**config.mk**
```make
export PLATFORM = sky130hd
export DESIGN_NAME = wts_wave_sampler
export DESIGN_NICKNAME = d
export VERILOG_FILES = /design/src/rtl/wts_wave_sampler.sv
export SDC_FILE = /design/constraint.sdc
export NUM_CORES = 1
export LEC_CHECK = 0
export ABC_AREA = 1
export CAP_MARGIN = 0
export CORE_ASPECT_RATIO = 0.8
export CORE_UTILIZATION = 40
export DETAILED_ROUTE_END_ITERATION = 8
export SYNTH_ARGS = -nofsm -noshare
export SYNTH_HDL_FRONTEND = slang
export SYNTH_SLANG_ARGS = --single-unit
```
**constraint.sdc**
```tcl
create_clock -name clk -period 4.7 [get_ports clk]
set_input_delay 0.94 -clock clk [delete_from_list [all_inputs] [get_ports clk]]
set_output_delay 0.94 -clock clk [all_outputs]
set_load 0.02 [all_outputs]
```
**src/rtl/wts_wave_sampler.sv**
```systemverilog
// wts_wave_sampler: per-channel wave fetch and volume scaling stage.
// Follows the tone generator. Every time the masked wave position moves, one
// signed 8-bit sample is read from the shared wave RAM. The sample is then
// multiplied by the channel volume and presented to the mixer as a registered
// 12-bit signed value. The block also drives the tone generator's
// address_reset on key-on.
//
// RAM handshake: ram_req rises together with a new ram_address. Both hold
// steady until the first clk on which ram_ack is high. ram_rdata is taken
// on that same clk, and ram_req drops on the next clk. An ack seen outside
// a pending request has no effect. After a reset the RAM must accept that
// any request in flight is simply dropped.
module wts_wave_sampler #(
    parameter logic [1:0] CHANNEL = 2'd0
) (
    input  logic        clk,
    input  logic        reset,
    input  logic        active,
    input  logic [6:0]  wave_address,
    input  logic [1:0]  reg_wave_length,
    input  logic [3:0]  reg_volume,
    input  logic        reg_enable,
    input  logic        key_on,
    output logic        address_reset,
    output logic        ram_req,
    output logic [8:0]  ram_address,
    input  logic        ram_ack,
    input  logic [7:0]  ram_rdata,
    output logic [11:0] sample_out,
    output logic        sample_valid,
    output logic [1:0]  state_dbg
);

    localparam logic [1:0] S_IDLE = 2'd0;
    localparam logic [1:0] S_REQ  = 2'd1;
    localparam logic [1:0] S_MUL  = 2'd2;

    logic [1:0]         state;
    logic [6:0]         last_addr;
    logic [6:0]         masked;
    logic [1:0]         len_mask;
    logic               pending;
    logic               force_fetch;
    logic               discard;
    logic               ar_seen_active;
    logic [7:0]         sample_reg;
    logic               trigger;
    logic               start_fetch;
    logic signed [12:0] sample_ext;
    logic signed [12:0] volume_ext;
    logic signed [12:0] product;

    assign state_dbg = state;

    // Wave length masking, fetch trigger and the sample x volume product.
    // The product cannot overflow 12 bits: its range is -1920..+1905.
    always_comb begin
        len_mask = 2'b11;
        case (reg_wave_length)
            2'd0:    len_mask = 2'b00;
            2'd1:    len_mask = 2'b01;
            default: len_mask = 2'b11;
        endcase
        masked      = wave_address & {len_mask, 5'h1F};
        trigger     = active & reg_enable & ((masked != last_addr) | force_fetch);
        start_fetch = (state == S_IDLE) & reg_enable & (trigger | pending);
        sample_ext  = {{5{sample_reg[7]}}, sample_reg};
        volume_ext  = {9'd0, reg_volume};
        product     = sample_ext * volume_ext;
    end

    // Fetch state machine: IDLE -> REQ -> MUL -> IDLE, with one pending slot.
    always_ff @(posedge clk) begin
        if (reset) begin
            state        <= S_IDLE;
            ram_req      <= 1'b0;
            ram_address  <= 9'd0;
            sample_out   <= 12'd0;
            sample_valid <= 1'b0;
            sample_reg   <= 8'd0;
            last_addr    <= 7'd0;
            pending      <= 1'b0;
            force_fetch  <= 1'b1;
            discard      <= 1'b0;
        end else begin
            sample_valid <= 1'b0;
            // While disabled: keep the output silent and force a fetch on return.
            if (!reg_enable) begin
                force_fetch <= 1'b1;
                pending     <= 1'b0;
                sample_out  <= 12'd0;
            end
            case (state)
                S_IDLE: begin
                    // The address is the one sampled now, not the one seen at trigger time.
                    if (start_fetch) begin
                        ram_req     <= 1'b1;
                        ram_address <= {CHANNEL, masked};
                        last_addr   <= masked;
                        force_fetch <= 1'b0;
                        pending     <= 1'b0;
                        discard     <= 1'b0;
                        state       <= S_REQ;
                    end
                end
                S_REQ: begin
                    if (trigger) pending <= 1'b1;
                    if (!reg_enable) discard <= 1'b1;
                    if (ram_ack) begin
                        sample_reg <= ram_rdata;
                        ram_req    <= 1'b0;
                        state      <= S_MUL;
                    end
                end
                S_MUL: begin
                    if (trigger) pending <= 1'b1;
                    state <= S_IDLE;
                    // Data fetched across a disable is dropped.
                    if (reg_enable && !discard) begin
                        sample_out   <= product[11:0];
                        sample_valid <= 1'b1;
                    end else begin
                        sample_out <= 12'd0;
                    end
                end
                default: state <= S_IDLE;
            endcase
            // A restart always re-fetches, even if the address has not changed.
            if (key_on) force_fetch <= 1'b1;
        end
    end

    // address_reset: raised by key_on, held through the next active clk,
    // dropped one clk later.
    always_ff @(posedge clk) begin
        if (reset) begin
            address_reset  <= 1'b0;
            ar_seen_active <= 1'b0;
        end else if (!address_reset) begin
            if (key_on) begin
                address_reset  <= 1'b1;
                ar_seen_active <= 1'b0;
            end
        end else if (ar_seen_active) begin
            address_reset  <= 1'b0;
            ar_seen_active <= 1'b0;
        end else if (active) begin
            ar_seen_active <= 1'b1;
        end
    end

endmodule

```
==> metrics.yaml, run 1 <==
final-max-slew-violation-count: 0
max_slew.worst_pin.slew_ns: 0.749
num_vias: 2353
vdd.ir_drop.worst_mv: 0.124
clk-insertion-delay-late_ns: 0.30
routedWlPerCell_um: 11.0
drt_pre_antenna_iters: 5
setup_total_negative_slack_ns: 0
htreeDepth: 2
drc_markers: 0
number_of_antenna_violations_at_the_first_check_in_global_routing: 0
combined_area_of_the_multi_input_logic_cells_um2: 1690
ctsResizeCount: 0
postSynthAreaPerCell_um2: 7.31
postCtsSetupBuffers: 0
clk_path_buf_depth: 2
cp.required_ns: 4.89
most_common_flop_cell_mapped_by_yosys: "sky130_fd_sc_hd__dfxtp_1"
die_height_um: 77
routabilityCongestion: 0.806
cts_buffers: 5
fillCellCount: 663
placement_rows: 26
globalRouteOverflowTotal: 0
power_uw: 688
totalWireLength_mm: 5.72
critPathSlowestCell: "sky130_fd_sc_hd__clkdlybuf4s50_1"
final.period_utilization_pct: 87.3
buffer_ports.inserted: 50
cts.reportedPaths.clkPinSlew_ns: 0.08
report.final.setup_viol: 0
final_util_pct: 52.4
cp-start-kind: "input pin"
largest_reg_flops: 12
final.min_clock_period_ns: 4.10
synth-edff-count: 0
core_region_um2: 6570
critical_path.n_buffers_inverters: 4
hpwlAfterDp_mm: 4.61
pin_count: 53
synth_area_um2: 2810
final-seq-area_um2: 721
path_class: "input pin to register"
worstPathCellList: "clkdlybuf4s50_1, nand2_1, inv_1, ha_1, fa_1, inv_1, fa_1, inv_1, ha_1, a21oi_1, o21ai_1, nand2_1, nand3_1, nor2_1, nor2_1, nand2_1, a21oi_2"
min_delay_path_depth: 2
finalClockSkew_ns: 0.0109
postSynthRegisterBits: 36
area_of_the_die_um2: 7370
antenna-diode-count: 0
synth_top_cell_area_share_pct: 25.6
initial_core_util_pct: 42.8
cts_num_sinks: 36
post_route_cells_drive_above_1_share_pct: 8.99
grt_pass1_wl_mm: 9.83
tritoncts_clock_tree: "built"
number_of_buffers_inserted_for_hold_repair_after_clock_tree_synthesis: 0
route.detailed.vias_per_inst: 4.54
most_frequent_cells_in_the_layout: "sky130_fd_sc_hd__nand2_1 (81), sky130_fd_sc_hd__inv_1 (79), sky130_fd_sc_hd__clkdlybuf4s50_1 (50)"
grt_pass1_vias: 2094
grt_setup_unrepaired: "false"
hold-worst-slack_ns: 0.452
max_freq_mhz: 244
yosys_warnings: 0
design.final.nets: 501
buffer_type_at_the_clock_tree_root: "sky130_fd_sc_hd__clkbuf_8"
die_w_um: 95.8
yosys.area.top_type: "sky130_fd_sc_hd__dfxtp_1"
area_growth_syn_to_layout_pct: 22.3
hold_path_class: "register to register"
cp.arrival_ns: 4.29
crit_path_end_kind: "register"
largest_net_degree_at_the_start_of_global_routing: 23
r2r_cells: 16
critical_path.top_delay_family: "adder cells"
critical_path_peak_fanout: 8
static-leakage-power_nw: 1.74
max_cap_violations: 0
max_slew_margin_vs_limit_pct: 49.9
yosysUniqueCellTypes: 37
detail-route-antenna-nets: 0
layout_commonest_cell: "sky130_fd_sc_hd__nand2_1"
hold_violations: 0
syn_inst: 385
ranking_of_synthesized_cells_by_area: "sky130_fd_sc_hd__dfxtp_1 (26%), sky130_fd_sc_hd__fa_1 (11%), sky130_fd_sc_hd__ha_1 (11%)"
initialDrtViolationCount: 51
yosysSeqAreaShare_pct: 25.6
synth_async_sr_flop_share_pct: 0
power_per_cell_area_nw_per_um2: 200
status: "completed"
total_routing_usage_gr_pct: 17.2
slowest_delay_ns: 0.54
timing.critical_path.depth: 17
worst paths after layout:
path | end | slack [ns] | startpoint
worst max-delay path | sample_out[11]$_SDFFE_PP0P_ | 0.60 | reg_volume[2]
worst min-delay path | ram_req$_SDFFE_PP0P_ | 0.45 | ram_req$_SDFFE_PP0P_
worst max register to register | sample_out[11]$_SDFFE_PP0P_ | 1.46 | sample_reg[3]$_SDFFE_PP0P_
worst min register to register | ram_req$_SDFFE_PP0P_ | 0.45 | ram_req$_SDFFE_PP0P_
layer usage:
metal  global-route usage [%]  wire [um]  up-vias  part of all wire (%)
li1                         -          -     1276                     -
met1                     27.0       3230     1028                    56
met2                     22.4       2180       44                    38
met3                     4.46        247        5                   4.3
met4                     5.37         65        0                   1.1
met5                        0          0        -                     0
logic make-up (layout without fill, tap and decap cells):
family	count (synthesis)	in the layout	share of synthesized area, %
and+or+nand+nor	141	141	20.9
DFF	36	36	25.6
adders and majority gates	41	41	22.5
other	1	2	0.133
buffers and inverters	96	144	14.3
xor gates and xnor gates	5	5	1.82
AOI/OAI and AO/OA	65	65	14.8
through the flow:
| stage | cells | area, um^2 | setup slack (ns) |
|---|---|---|---|
| after floorplan | 386 | 2820 | 0.932 |
| after global placement | 510 | 3350 | 0.281 |
| after detailed placement | 510 | 3350 | 0.297 |
| after CTS | 518 | 3440 | 0.618 |
| after global routing | 518 | 3440 | 0.326 |
| final | 518 | 3440 | 0.598 |
power by group:
group	leakage, nW	switching [mW]	internal, mW	total, mW
sequential	0.292	0.00897	0.314	0.323
combinational	1.40	0.0751	0.0584	0.133
clock	0.0510	0.115	0.117	0.232
total	1.74	0.199	0.489	0.688
Yosys cell counts, types with 5 or more instances:
library cell and n:
sky130_fd_sc_hd__ha_1 25, sky130_fd_sc_hd__o21ai_0 15, sky130_fd_sc_hd__nand2_1 81, sky130_fd_sc_hd__nor2_1 35, sky130_fd_sc_hd__nand3_1 12, sky130_fd_sc_hd__a21oi_2 9, sky130_fd_sc_hd__a21oi_1 21, sky130_fd_sc_hd__inv_1 79
sky130_fd_sc_hd__dfxtp_1 36, sky130_fd_sc_hd__fa_1 16, sky130_fd_sc_hd__o21ai_2 5, sky130_fd_sc_hd__nand2_2 7
cell type report:
cell class / instances / area share [%]
clock buffers: 6 / 2.40
flip-flops and latches: 36 / 20.9
inverters: 85 / 9.31
repair buffers: 51 / 14.8
well taps: 84 / 3.05
clock inverters: 2 / 0.291
multi-input cells: 254 / 49.2
tightest hold or removal path: cells and delay by family, from the launching register on:
family	cells	cell delay, ns
DFF	1	0.31
buffers and inverters	1	0.06
AOI/OAI and AO/OA	1	0.04
(Power assumes the default switching activity.)
==> run 2: changes to the inputs <==
Settings changed: RECOVER_POWER from default to 50.
==> run 2 against run 1 <==
Net effect: highest routed layer unchanged; combinational power is essentially flat; cell count stayed put; design area down 0.11%; core utilization shrank 0.057 points; hold slack got worse by 0.0037 ns; critical endpoint unchanged; die area unchanged; critical path depth is the same; worst setup slack lost 0.032 ns; largest cell class unchanged; clock power about the same; sequential power is essentially flat.
==> metrics.yaml, run 2 (same netlist as run 1, synthesis figures left out) <==
path_class: "input pin to register"  # unchanged
crit_path_end_kind: "register"  # unchanged
number_of_antenna_violations_at_the_first_check_in_global_routing: 0  # unchanged
detail-route-antenna-nets: 0  # unchanged
final.min_clock_period_ns: 4.13  # was 4.10 ns
max_slew_margin_vs_limit_pct: 42.6  # was 49.9%
grt_setup_unrepaired: "false"  # unchanged
globalRouteOverflowTotal: 0  # unchanged
min_to: "ram_req$_SDFFE_PP0P_"  # unchanged
report.final.setup_viol: 0  # unchanged
status: "completed"  # unchanged
buffer_type_at_the_clock_tree_root: "sky130_fd_sc_hd__clkbuf_8"  # unchanged
clk_path_buf_depth: 2  # unchanged
timing.rr.start: "sample_reg[3]$_SDFFE_PP0P_"  # unchanged
max_slew.worst_pin.slew_ns: 0.860  # was 0.749 ns
most_frequent_cells_in_the_layout: "sky130_fd_sc_hd__nand2_1 (81), sky130_fd_sc_hd__inv_1 (79), sky130_fd_sc_hd__dfxtp_1 (36)"  # was sky130_fd_sc_hd__nand2_1 (81), sky130_fd_sc_hd__inv_1 (79), sky130_fd_sc_hd__clkdlybuf4s50_1 (50)
vdd.ir_drop.worst_mv: 0.124  # about the same
grt_pass1_vias: 2094  # unchanged
hold_violations: 0  # unchanged
cts.reportedPaths.clkPinSlew_ns: 0.08  # about the same
cts_num_sinks: 36  # unchanged
static-leakage-power_nw: 1.81  # was 1.74 nW
max_freq_mhz: 242  # was 244 MHz
tritoncts_clock_tree: "built"  # unchanged
setup_total_negative_slack_ns: 0  # unchanged
post_route_cells_drive_above_1_share_pct: 8.76  # was 8.99%
die_height_um: 77  # unchanged
ctsResizeCount: 0  # unchanged
totalWireLength_mm: 5.70  # was 5.72 mm
grt_pass1_wl_mm: 9.83  # unchanged
placement_rows: 26  # unchanged
number_of_buffers_inserted_for_hold_repair_after_clock_tree_synthesis: 0  # unchanged
total_routing_usage_gr_pct: 17.2  # unchanged
hpwlAfterDp_mm: 4.61  # unchanged
cp-start-kind: "input pin"  # unchanged
reg2reg_setup_slack_ns: 1.43  # was 1.46 ns
power_per_cell_area_nw_per_um2: 199  # was 200 nW/um^2
route.detailed.vias_per_inst: 4.55  # was 4.54
critical_path_peak_fanout: 8  # unchanged
routedWlPerCell_um: 11.0  # about the same
antenna-diode-count: 0  # unchanged
initialDrtViolationCount: 52  # was 51
largest_net_degree_at_the_start_of_global_routing: 23  # unchanged
pin_count: 53  # unchanged
max_cap_violations: 0  # unchanged
design.final.nets: 501  # unchanged
postCtsSetupBuffers: 0  # unchanged
core_region_um2: 6570  # unchanged
cts_buffers: 5  # unchanged
routabilityCongestion: 0.806  # unchanged
hold-worst-slack_ns: 0.448  # was 0.452 ns
regToRegEndpoint: "sample_out[11]$_SDFFE_PP0P_"  # unchanged
die_w_um: 95.8  # unchanged
drc_markers: 0  # unchanged
holdCritStartpoint: "ram_req$_SDFFE_PP0P_"  # unchanged
hold_path_class: "register to register"  # unchanged
cp.arrival_ns: 4.28  # was 4.29 ns
cp.required_ns: 4.85  # was 4.89 ns
r2r_cells: 16  # unchanged
finalClockSkew_ns: 0.0110  # was 0.0109 ns
min_delay_path_depth: 2  # unchanged
area_growth_syn_to_layout_pct: 22.2  # was 22.3%
largest_reg_flops: 12  # unchanged
drt_pre_antenna_iters: 5  # unchanged
final-max-slew-violation-count: 0  # unchanged
buffer_ports.inserted: 50  # unchanged
initial_core_util_pct: 42.8  # unchanged
area_of_the_die_um2: 7370  # unchanged
final.period_utilization_pct: 87.9  # was 87.3%
clk-insertion-delay-late_ns: 0.30  # about the same
num_vias: 2355  # was 2353
htreeDepth: 2  # unchanged
layout_commonest_cell: "sky130_fd_sc_hd__nand2_1"  # unchanged
## run 2: critical path, cell delays in order
cell                              delay, ns
sky130_fd_sc_hd__clkdlybuf4s50_1       0.54
sky130_fd_sc_hd__nand2_1               0.12
sky130_fd_sc_hd__inv_1                 0.04
sky130_fd_sc_hd__ha_1                  0.31
sky130_fd_sc_hd__fa_1                  0.54
sky130_fd_sc_hd__inv_1                 0.06
sky130_fd_sc_hd__fa_1                  0.53
sky130_fd_sc_hd__inv_1                 0.04
sky130_fd_sc_hd__ha_1                  0.36
sky130_fd_sc_hd__a21oi_1               0.22
sky130_fd_sc_hd__o21ai_1               0.11
sky130_fd_sc_hd__nand2_1               0.10
sky130_fd_sc_hd__nand3_1               0.10
sky130_fd_sc_hd__nor2_1                0.10
sky130_fd_sc_hd__nor2_1                0.04
sky130_fd_sc_hd__nand2_1               0.08
sky130_fd_sc_hd__a21oi_2               0.05
## run 2: worst max-delay path by stage
stage	end	startpoint
floorplan	sample_out[11]$_SDFFE_PP0P_	reg_volume[2]
global placement	sample_out[11]$_SDFFE_PP0P_	reg_volume[2]
detailed placement	sample_out[11]$_SDFFE_PP0P_	reg_volume[3]
CTS	sample_out[11]$_SDFFE_PP0P_	reg_volume[2]
global route	sample_out[11]$_SDFFE_PP0P_	reg_volume[2]
finish	sample_out[11]$_SDFFE_PP0P_	reg_volume[2]
## run 2: layer usage
layer	GRT usage, %	share of wire (%)	wire [um]
met1	27.0	57	3230
met2	22.4	38	2180
met3	4.46	4.0	231
met4	5.37	1.1	65
met5	0	0	0
## run 2: layout make-up
type / count / area [um^2]
fillers: 662 / 3130
multi-input cells: 254 / 1690
flip-flops and latches: 36 / 721
repair buffers: 51 / 504
inverters: 85 / 320
well taps: 84 / 105
clock buffers: 6 / 82.6
clock inverters: 2 / 10.0
## run 2: per-stage QoR
step                instance area (um^2)  setup WS (ns)  power, mW  util (%)  cells
floorplan                           2820          0.932      0.415         -    386
global route                        3440          0.290      0.730      52.3    518
finish                              3440          0.567      0.685      52.3    518
global placement                    3350          0.281      0.463      51.0    510
CTS                                 3440          0.618      0.700      52.4    518
detailed placement                  3350          0.297      0.464      51.0    510
## run 2: power breakdown
group / switching (mW) / internal [mW] / leakage [nW]
sequential: 0.00876 / 0.314 / 0.292
combinational: 0.0750 / 0.0562 / 1.46
clock: 0.114 / 0.117 / 0.0510
